<file path="src/rtl/uart_alu_pkg.sv">
// rtl/uart_alu_pkg.sv - shared response header constants, tx FSM states and packet byte mux
package uart_alu_pkg;

  localparam logic [7:0] RespLenLsb   = 8'h08;
  localparam logic [7:0] RespLenMsb   = 8'h00;
  localparam logic [7:0] RespReserved = 8'h00;
  localparam int         RespBytes    = 8;

  typedef enum logic [1:0] {
    TxIdle,
    TxStart,
    TxData,
    TxStop
  } tx_state_e;

  typedef enum logic {
    SeqIdle,
    SeqSend
  } seq_state_e;

  // Byte idx of the response packet; result goes out little-endian.
  function automatic logic [7:0] resp_byte(input logic [7:0]  opcode,
                                           input logic [31:0] result,
                                           input logic [2:0]  idx);
    case (idx)
      3'd0:    resp_byte = opcode;
      3'd1:    resp_byte = RespReserved;
      3'd2:    resp_byte = RespLenLsb;
      3'd3:    resp_byte = RespLenMsb;
      3'd4:    resp_byte = result[7:0];
      3'd5:    resp_byte = result[15:8];
      3'd6:    resp_byte = result[23:16];
      default: resp_byte = result[31:24];
    endcase
  endfunction

endpackage

</file>
<file path="src/rtl/uart_tx_byte.sv">
// rtl/uart_tx_byte.sv - 8N1 serialiser for one byte; accepts the next byte in the last stop-bit cycle
module uart_tx_byte
  import uart_alu_pkg::*;
#(
  parameter int ClksPerBit = 104
) (
  input  logic       clk_i,
  input  logic       rst_ni,
  input  logic [7:0] byte_i,
  input  logic       valid_i,
  output logic       ready_o,
  output logic       tx_o
);

  localparam int CntW = (ClksPerBit > 2) ? $clog2(ClksPerBit) : 1;
  localparam logic [CntW-1:0] CntLast = CntW'(ClksPerBit - 1);

  tx_state_e       state_q, state_d;
  logic [CntW-1:0] cnt_q, cnt_d;
  logic [2:0]      bit_idx_q, bit_idx_d;
  logic [7:0]      shreg_q, shreg_d;
  logic            tx_q, tx_d;
  logic            bit_end;

  assign bit_end = (cnt_q == CntLast);
  // Ready in the final stop cycle lets the next start bit follow with no gap.
  assign ready_o = (state_q == TxIdle) || ((state_q == TxStop) && bit_end);
  assign tx_o    = tx_q;

  always_comb begin
    state_d   = state_q;
    cnt_d     = cnt_q;
    bit_idx_d = bit_idx_q;
    shreg_d   = shreg_q;
    tx_d      = tx_q;
    if (state_q != TxIdle) begin
      cnt_d = bit_end ? '0 : cnt_q + CntW'(1);
    end
    case (state_q)
      TxIdle: tx_d = 1'b1;
      TxStart: begin
        if (bit_end) begin
          state_d = TxData;
          tx_d    = shreg_q[0];
        end
      end
      TxData: begin
        if (bit_end) begin
          if (bit_idx_q == 3'd7) begin
            state_d   = TxStop;
            bit_idx_d = '0;
            tx_d      = 1'b1;
          end else begin
            bit_idx_d = bit_idx_q + 3'd1;
            shreg_d   = shreg_q >> 1;
            tx_d      = shreg_q[1];
          end
        end
      end
      TxStop: begin
        if (bit_end) begin
          state_d = TxIdle;
        end
      end
      default: state_d = TxIdle;
    endcase
    if (valid_i && ready_o) begin
      state_d   = TxStart;
      cnt_d     = '0;
      bit_idx_d = '0;
      shreg_d   = byte_i;
      tx_d      = 1'b0;
    end
  end

  always_ff @(posedge clk_i) begin
    if (!rst_ni) begin
      state_q   <= TxIdle;
      cnt_q     <= '0;
      bit_idx_q <= '0;
      shreg_q   <= '0;
      tx_q      <= 1'b1;
    end else begin
      state_q   <= state_d;
      cnt_q     <= cnt_d;
      bit_idx_q <= bit_idx_d;
      shreg_q   <= shreg_d;
      tx_q      <= tx_d;
    end
  end

endmodule

</file>
<file path="src/rtl/alu_resp_tx.sv">
// rtl/alu_resp_tx.sv - frames an ALU opcode/result into an 8-byte response and sends it over UART
module alu_resp_tx
  import uart_alu_pkg::*;
#(
  parameter int ClkFreqHz  = 12_000_000,
  parameter int BaudRate   = 115_200,
  parameter int ClksPerBit = ClkFreqHz / BaudRate
) (
  input  logic        clk_i,
  input  logic        rst_ni,
  input  logic [7:0]  opcode_i,
  input  logic [31:0] result_i,
  input  logic        valid_i,
  output logic        ready_o,
  output logic        tx_o,
  output logic        busy_o
);

  localparam logic [2:0] LastIdx = 3'(RespBytes - 1);

  seq_state_e  state_q, state_d;
  logic [2:0]  byte_idx_q, byte_idx_d;
  logic [7:0]  opcode_q, opcode_d;
  logic [31:0] result_q, result_d;
  logic        byte_valid, byte_ready;
  logic [7:0]  byte_data;

  assign ready_o = (state_q == SeqIdle) && byte_ready;
  assign busy_o  = !ready_o;

  // Byte 0 is fed straight from the inputs so its start bit begins on the accept edge.
  always_comb begin
    state_d    = state_q;
    byte_idx_d = byte_idx_q;
    opcode_d   = opcode_q;
    result_d   = result_q;
    byte_valid = 1'b0;
    byte_data  = resp_byte(opcode_q, result_q, byte_idx_q + 3'd1);
    case (state_q)
      SeqIdle: begin
        byte_valid = valid_i;
        byte_data  = resp_byte(opcode_i, result_i, 3'd0);
        if (valid_i && byte_ready) begin
          state_d    = SeqSend;
          byte_idx_d = '0;
          opcode_d   = opcode_i;
          result_d   = result_i;
        end
      end
      SeqSend: begin
        byte_valid = (byte_idx_q != LastIdx);
        if (byte_ready) begin
          if (byte_idx_q == LastIdx) begin
            state_d    = SeqIdle;
            byte_idx_d = '0;
          end else begin
            byte_idx_d = byte_idx_q + 3'd1;
          end
        end
      end
      default: state_d = SeqIdle;
    endcase
  end

  always_ff @(posedge clk_i) begin
    if (!rst_ni) begin
      state_q    <= SeqIdle;
      byte_idx_q <= '0;
      opcode_q   <= '0;
      result_q   <= '0;
    end else begin
      state_q    <= state_d;
      byte_idx_q <= byte_idx_d;
      opcode_q   <= opcode_d;
      result_q   <= result_d;
    end
  end

  uart_tx_byte #(
    .ClksPerBit(ClksPerBit)
  ) u_tx_byte (
    .clk_i  (clk_i),
    .rst_ni (rst_ni),
    .byte_i (byte_data),
    .valid_i(byte_valid),
    .ready_o(byte_ready),
    .tx_o   (tx_o)
  );

endmodule

</file>
<file path="config.mk">
export PLATFORM = sky130hd
export DESIGN_NAME = alu_resp_tx
export DESIGN_NICKNAME = d
export VERILOG_FILES = /design/src/rtl/uart_alu_pkg.sv /design/src/rtl/uart_tx_byte.sv /design/src/rtl/alu_resp_tx.sv
export SDC_FILE = /design/constraint.sdc
export NUM_CORES = 1
export LEC_CHECK = 0
export ABC_AREA = 1
export BUFFER_PORTS_ARGS = -buffer_cell sky130_fd_sc_hd__buf_2
export CAP_MARGIN = 30
export CORE_ASPECT_RATIO = 0.7
export CORE_UTILIZATION = 30
export DETAILED_ROUTE_END_ITERATION = 7
export GPL_ROUTABILITY_DRIVEN = 0
export MAX_ROUTING_LAYER = met4
export PLACE_DENSITY = 0.43
export SYNTH_ARGS = -nofsm -noshare
export SYNTH_HDL_FRONTEND = slang
export SYNTH_SLANG_ARGS = --single-unit
</file>
<file path="constraint.sdc">
create_clock -name clk_i -period 2.5 [get_ports clk_i]
set_clock_uncertainty 0.05 [all_clocks]
set_input_delay 0.5 -clock clk_i [delete_from_list [all_inputs] [get_ports clk_i]]
set_output_delay 0.5 -clock clk_i [all_outputs]
set_load 0.01 [all_outputs]
</file>
* After elaboration in Yosys (flattened, before gate mapping)
Cells that the tools add are included.
** Operators by class
- Bitwise gates (word level) :: 2
- Reduce and logical (&&, ||, !) cells :: 23
- Equal/unequal tests :: 24
- Mux-type cells :: 28
- Add/subtract/negate cells :: 3
** Operators with widths (count)
- one-hot mux 8 bit (6 select lines) :: 1
- 2-to-1 mux 8 bit :: 5
- == test 3 bit, second input constant :: 5
- 2-to-1 mux 3 bit :: 4
- inequality test 2 x 1 -> 1 bit, second input constant :: 6
- AND reduction 5 bit :: 2
- inequality test 3 x 1 -> 1 bit, second input constant :: 3
- 2-to-1 mux 1 bit :: 8
- 2-to-1 mux 2 bit :: 4
- nonzero test 4 bit :: 2
- adder 7 x 1 -> 7 bit, second input constant :: 1
- == test 7 bit, second input constant :: 1
- 2-to-1 mux 7 bit :: 1
- adder 3 x 1 -> 3 bit, second input constant :: 2
- == test 3 x 2 -> 1 bit, second input constant :: 2
- one-hot mux 2 bit (3 select lines) :: 1
- one-hot mux 3 bit (2 select lines) :: 1
- AND reduction 2 bit :: 3
- AND reduction 3 bit :: 2
- nonzero test 2 bit :: 3
- == test 2 bit, second input constant :: 2
- logical AND 1 bit :: 4
- one-hot mux 1 bit (2 select lines) :: 2
- OR reduction 2 bit :: 2
- other kinds (12) :: 13
** Storage, ports and cells
- Logic and storage cells :: 90
- Bits of input ports :: 43
- Output and inout port bits :: 3
- Bits in registers :: 65

* Depth between registers and ports, before layout
- Depth after elaboration :: 6
- Depth in mapped cells :: 14
- Mapped depth without buffers :: 13

* Hierarchy
From an unflattened synthesis, not the netlist that was laid out.
** Second synthesis, totals
- Cells, all modules :: 480
- Area total of the unflattened synthesis :: 3358.2 µm²
** Modules (own cells, without submodules)
- alu_resp_tx :: cells each 322, area each 2168.3 µm², instances 1, sequential area each 880.8 µm²
- uart_tx_byte :: cells each 158, area each 1189.9 µm², instances 1, sequential area each 420.4 µm²

* Least setup slack after synthesis
Ideal clock, no wire load.
- Path kind :: register -> output
- From :: reg u_tx_byte.cnt_q[0]
- To :: out busy_o
- Cell stages (with the launch flop) :: 10
- Path slack :: 0.646 ns
- Buffers on the path :: 1
- Arrival time :: 1.304 ns
- Required time :: 1.950 ns
- Path through :: dfxtp_1 ha_1 nand2_2 nor2_4 nand3_4 nand2_4 inv_4 nor2_8 buf_6 inv_1
** On the way
- Word-level cells in the longest chain between the ends :: 5
** Ends and longest elaborated chain
- start: declaration :: RTL line uart_tx_byte.sv:19 : logic [CntW-1:0] cnt_q, cnt_d;
- start signal: assignment :: RTL line uart_tx_byte.sv:85 : cnt_q <= cnt_d;
- == test 7 bit :: RTL line uart_tx_byte.sv:25 : assign bit_end = (cnt_q == CntLast);
- logical AND 1 bit :: RTL line uart_tx_byte.sv:27 : assign ready_o = (state_q == TxIdle) || ((state_q == TxStop) && bit_end);
- logical OR 1 bit :: RTL line uart_tx_byte.sv:27
- logical AND 1 bit :: RTL line alu_resp_tx.sv:28 : assign ready_o = (state_q == SeqIdle) && byte_ready;
- net ready_o :: RTL line alu_resp_tx.sv:14 : output logic ready_o,
- zero test 1 bit :: RTL line alu_resp_tx.sv:29 : assign busy_o = !ready_o;
- end: declaration :: RTL line alu_resp_tx.sv:16 : output logic busy_o
The timed path passes the listed nets, and every way through them passes these cells.

* Final worst setup path
- From :: reg u_tx_byte.state_q[0]
- To :: out busy_o
** On the way
- Word-level cells in the longest chain between the ends :: 5
- Elaborated cells between the ends (all ways) :: 6
- Those cells by class :: eq/ne: 1; reduce/logical: 5
** Ends and longest elaborated chain
- start: declaration :: RTL line uart_tx_byte.sv:18 : tx_state_e state_q, state_d;
- start signal: assignment :: RTL line uart_tx_byte.sv:78 : state_q <= TxIdle;
- start signal: assignment :: RTL line uart_tx_byte.sv:84 : state_q <= state_d;
- == test 2 bit :: RTL line uart_tx_byte.sv:27
- logical AND 1 bit :: RTL line uart_tx_byte.sv:27
- logical OR 1 bit (*) :: RTL line uart_tx_byte.sv:27
- logical AND 1 bit (*) :: RTL line alu_resp_tx.sv:28
- zero test 1 bit (*) :: RTL line alu_resp_tx.sv:29
Every way passes the cells marked *; elsewhere a longest branch is shown, timed or not.

==> results.yml <==
run_status:
  status: "finished, final reports clean"
floorplanning:
  coreArea_mm2: 0.0110
  initial_core_util_pct: 30.9
  io_pins: 46
  dieArea_mm2: 0.0118
  placementRows: 32
  die_width_um: 129
  die_h_um: 91.1
cells_and_area:
  drive_gt1_share_pct: 16.0
  most-common-layout-cells: "137 x nand2_1, 65 x dfxtp_1, 60 x nand3_1"
  nets: 586
  n_antenna_cell: 0
  fill_cells: 1210
  mostFrequentLayoutCell: "nand2_1"
  regArea_mm2: 0.00130
  multiInputGateArea_mm2: 0.00180
  area_growth_pct: 17.9
  fin_cells: 685
global_route:
  track_usage_pct: 17.4
  overflow: 0
  grt_first_pass_wirelength_um: 15000
  antenna_found_initial: 0
  grt_pass1_vias: 3029
  grt_max_degree: 25
clock_network:
  htreeDepth: 3
  tritoncts: "built"
  cts_root_buf: "clkbuf_16"
  insertion_delay_ps: 330
  cts_hold_buf: 0
  tritoncts.num_buffers: 9
  clockBufferDepth: 2
  cts-resized-gates: 0
  post_cts_buffers: 0
  clock-sinks: 65
  clk_pin_slew_ps: 60
critical_path:
  rr_startpoint: "byte_idx_q[0]"
  slowest_delay_ps: 340
  cp_data_required_time_ps: 1950
  reg2reg_depth: 12
  arrival_ps: 1760
  slowest_stage: "ha_1"
  r2r_slack_ps: 250
  crit_path_start_kind: "flip-flop"
  crit_top_cell: "inv_1"
  path_class: "flip-flop to primary output"
  critPathMaxFanout: 6
  critical_path.cell_chain: "inv_1, ha_1, inv_2, nand2_4, inv_4, nor2_8, inv_1, buf_2"
  reg2reg_to: "u_tx_byte.shreg_q[0]"
  cp-end-kind: "primary output"
hold_path:
  hold_path_end: "result_q[0]"
  hold_path_depth: 3
  holdCritPathClass: "primary input to flip-flop"
  min_from: "result_i[0]"
sta:
  max_slew_margin_pct: 64.5
  worstMarginPinSlew_ps: 531
  setup_viol_count_final: 0
  max_freq_mhz: 432
  hold_violations: 0
  finalMaxSlewViolations: 0
  rsz0062_at_grt: "false"
  setup_tns_ps: 0
  finalCritPeriodShare_pct: 92.5
  fin_crit_ps: 2310
power_and_ir_drop:
  p_leak_nw: 1.77
  ir_drop_uv: 632
  pwr_density_cell_mw_per_mm2: 929
drt:
  finalWirelength_um: 9140
  dr.pass1.iters: 4
  wl_met2_um: 3510
  viasPerCell: 4.62
  met1_length_um: 5030
  vias: 3164
  wl_per_cell_um: 13.3
  drt_iter0_drc: 164
  antenna_left: 0
  drc: 0
  wl_met3_um: 462
  top_layer_used: "met4"
yosys:
  synthFlopType: "dfxtp_1"
  yosysUniqueCellTypes: 34
  synth_xor_area_share_pct: 1.03
  syn_inst: 488
  synth_top_family_by_area: "simple AND/OR/NAND/NOR gates"
  syn_area_mm2: 0.00340
  synth_compound_area_share_pct: 11.9
  synth_area_per_cell_um2: 6.97
  yosysTopAreaCell: "dfxtp_1"
  ys_ff_latch: 65
  syn_nets: 547
  synth.top_cell.area_share_pct: 38.3
  yosys_warnings: 0
  synth_mux_area_share_pct: 0
  yosys-top-cells-area: "dfxtp_1 38%, nand2_1 15%, nand3_1 8.8%"
  async_flop_share_pct: 0
  synthAdderAreaFrac_pct: 5.89
  synth-simple-area-share_pct: 34.1
  synth_edf_count: 0
  ys_seq_area_share_pct: 38.3
placement:
  dpl.cell_count: 669
  dp_hpwl_um: 6970
  port-buffer-count: 45
flow_run:
  max-cap-violations: 0
-- metal layers --
layer / track usage (%) / vias up
li1: - / 1645
met1: 24.9 / 1439
met2: 23.4 / 68
met3: 4.07 / 12
met4: 5.88 / 0
met5: - / -
-- per-stage QoR --
stage	util [%]	worst slack, ps	hold WS (ps)	cell area [um2]	total power [mW]
6_report	36.4	187	372	4010	3.72
5_1_grt	36.4	4.46	376	4010	4.00
4_1_cts	36.4	157	365	4010	3.77
3_5_place_dp	33.9	302	407	3730	2.59
3_3_place_gp	33.9	361	397	3730	2.58
2_1_floorplan	-	646	380	3400	2.31
-- cell families (layout without fill, tap and decap cells) --
| family | Yosys count | in the layout |
|---|---|---|
| buffers and inverters | 67 | 111 |
| adders and majority gates | 16 | 16 |
| and+or+nand+nor | 260 | 260 |
| AOI/OAI and AO/OA | 76 | 76 |
| xor gates and xnor gates | 4 | 4 |
| DFF | 65 | 65 |
-- critical path, delay by kind of cell (launching register included) --
family / cells / cell delay, ps
buffers and inverters: 5 / 520
flip-flops: 1 / 320
adder cells (fa/ha/maj): 1 / 340
AND/OR/NAND/NOR: 2 / 250
-- state kept, by name, summed over array words and instances, names as in the netlist --
signal               count
state_q                  1
opcode_q                 8
u_tx_byte.shreg_q        8
u_tx_byte.tx_o           1
byte_idx_q               3
u_tx_byte.cnt_q          7
u_tx_byte.bit_idx_q      3
result_q                32
u_tx_byte.state_q        2
-- where the power goes --
group          switching [mW]  total [mW]  internal, mW  leakage, nW
logic                   0.792        1.22         0.427         1.10
registers               0.119        1.35          1.23        0.532
clock network           0.464        1.16         0.694        0.135
total                    1.37        3.72          2.35         1.77
-- worst max path at each step --
stage                                       to  slack (ps)  depth (start not counted)            startpoint
after floorplan                         busy_o         650                          9    u_tx_byte.cnt_q[0]
after global routing      u_tx_byte.shreg_q[0]           4                         12         byte_idx_q[0]
after CTS                               busy_o         160                          8  u_tx_byte.state_q[0]
after detailed placement  u_tx_byte.shreg_q[1]         300                         12         byte_idx_q[0]
final                                   busy_o         190                          8  u_tx_byte.state_q[0]
after global placement    u_tx_byte.shreg_q[0]         360                         12         byte_idx_q[0]
-- cells in the mapped netlist (2+ instances only) --
master	n
buf_4	3
nand2_4	2
nor2_1	40
nor3_1	2
buf_6	3
o21ai_0	15
ha_1	16
nand4_1	3
nand2_1	137
dfxtp_1	65
a21oi_1	54
inv_2	2
nand3_1	60
xor2_1	3
buf_2	10
inv_1	40
clkbuf_1	8
nand2_2	4
nor2_4	2
nand3b_1	4
o211ai_1	2
-- final cells by class --
type,instances,area share [%]
multi-input combinational,356,44.9
sequential,65,32.5
timing repair buffer,52,6.93
clock buffer,11,6.06
tap,153,4.78
inverter,43,4.09
clock inverter,5,0.781
(Power assumes the default switching activity.)
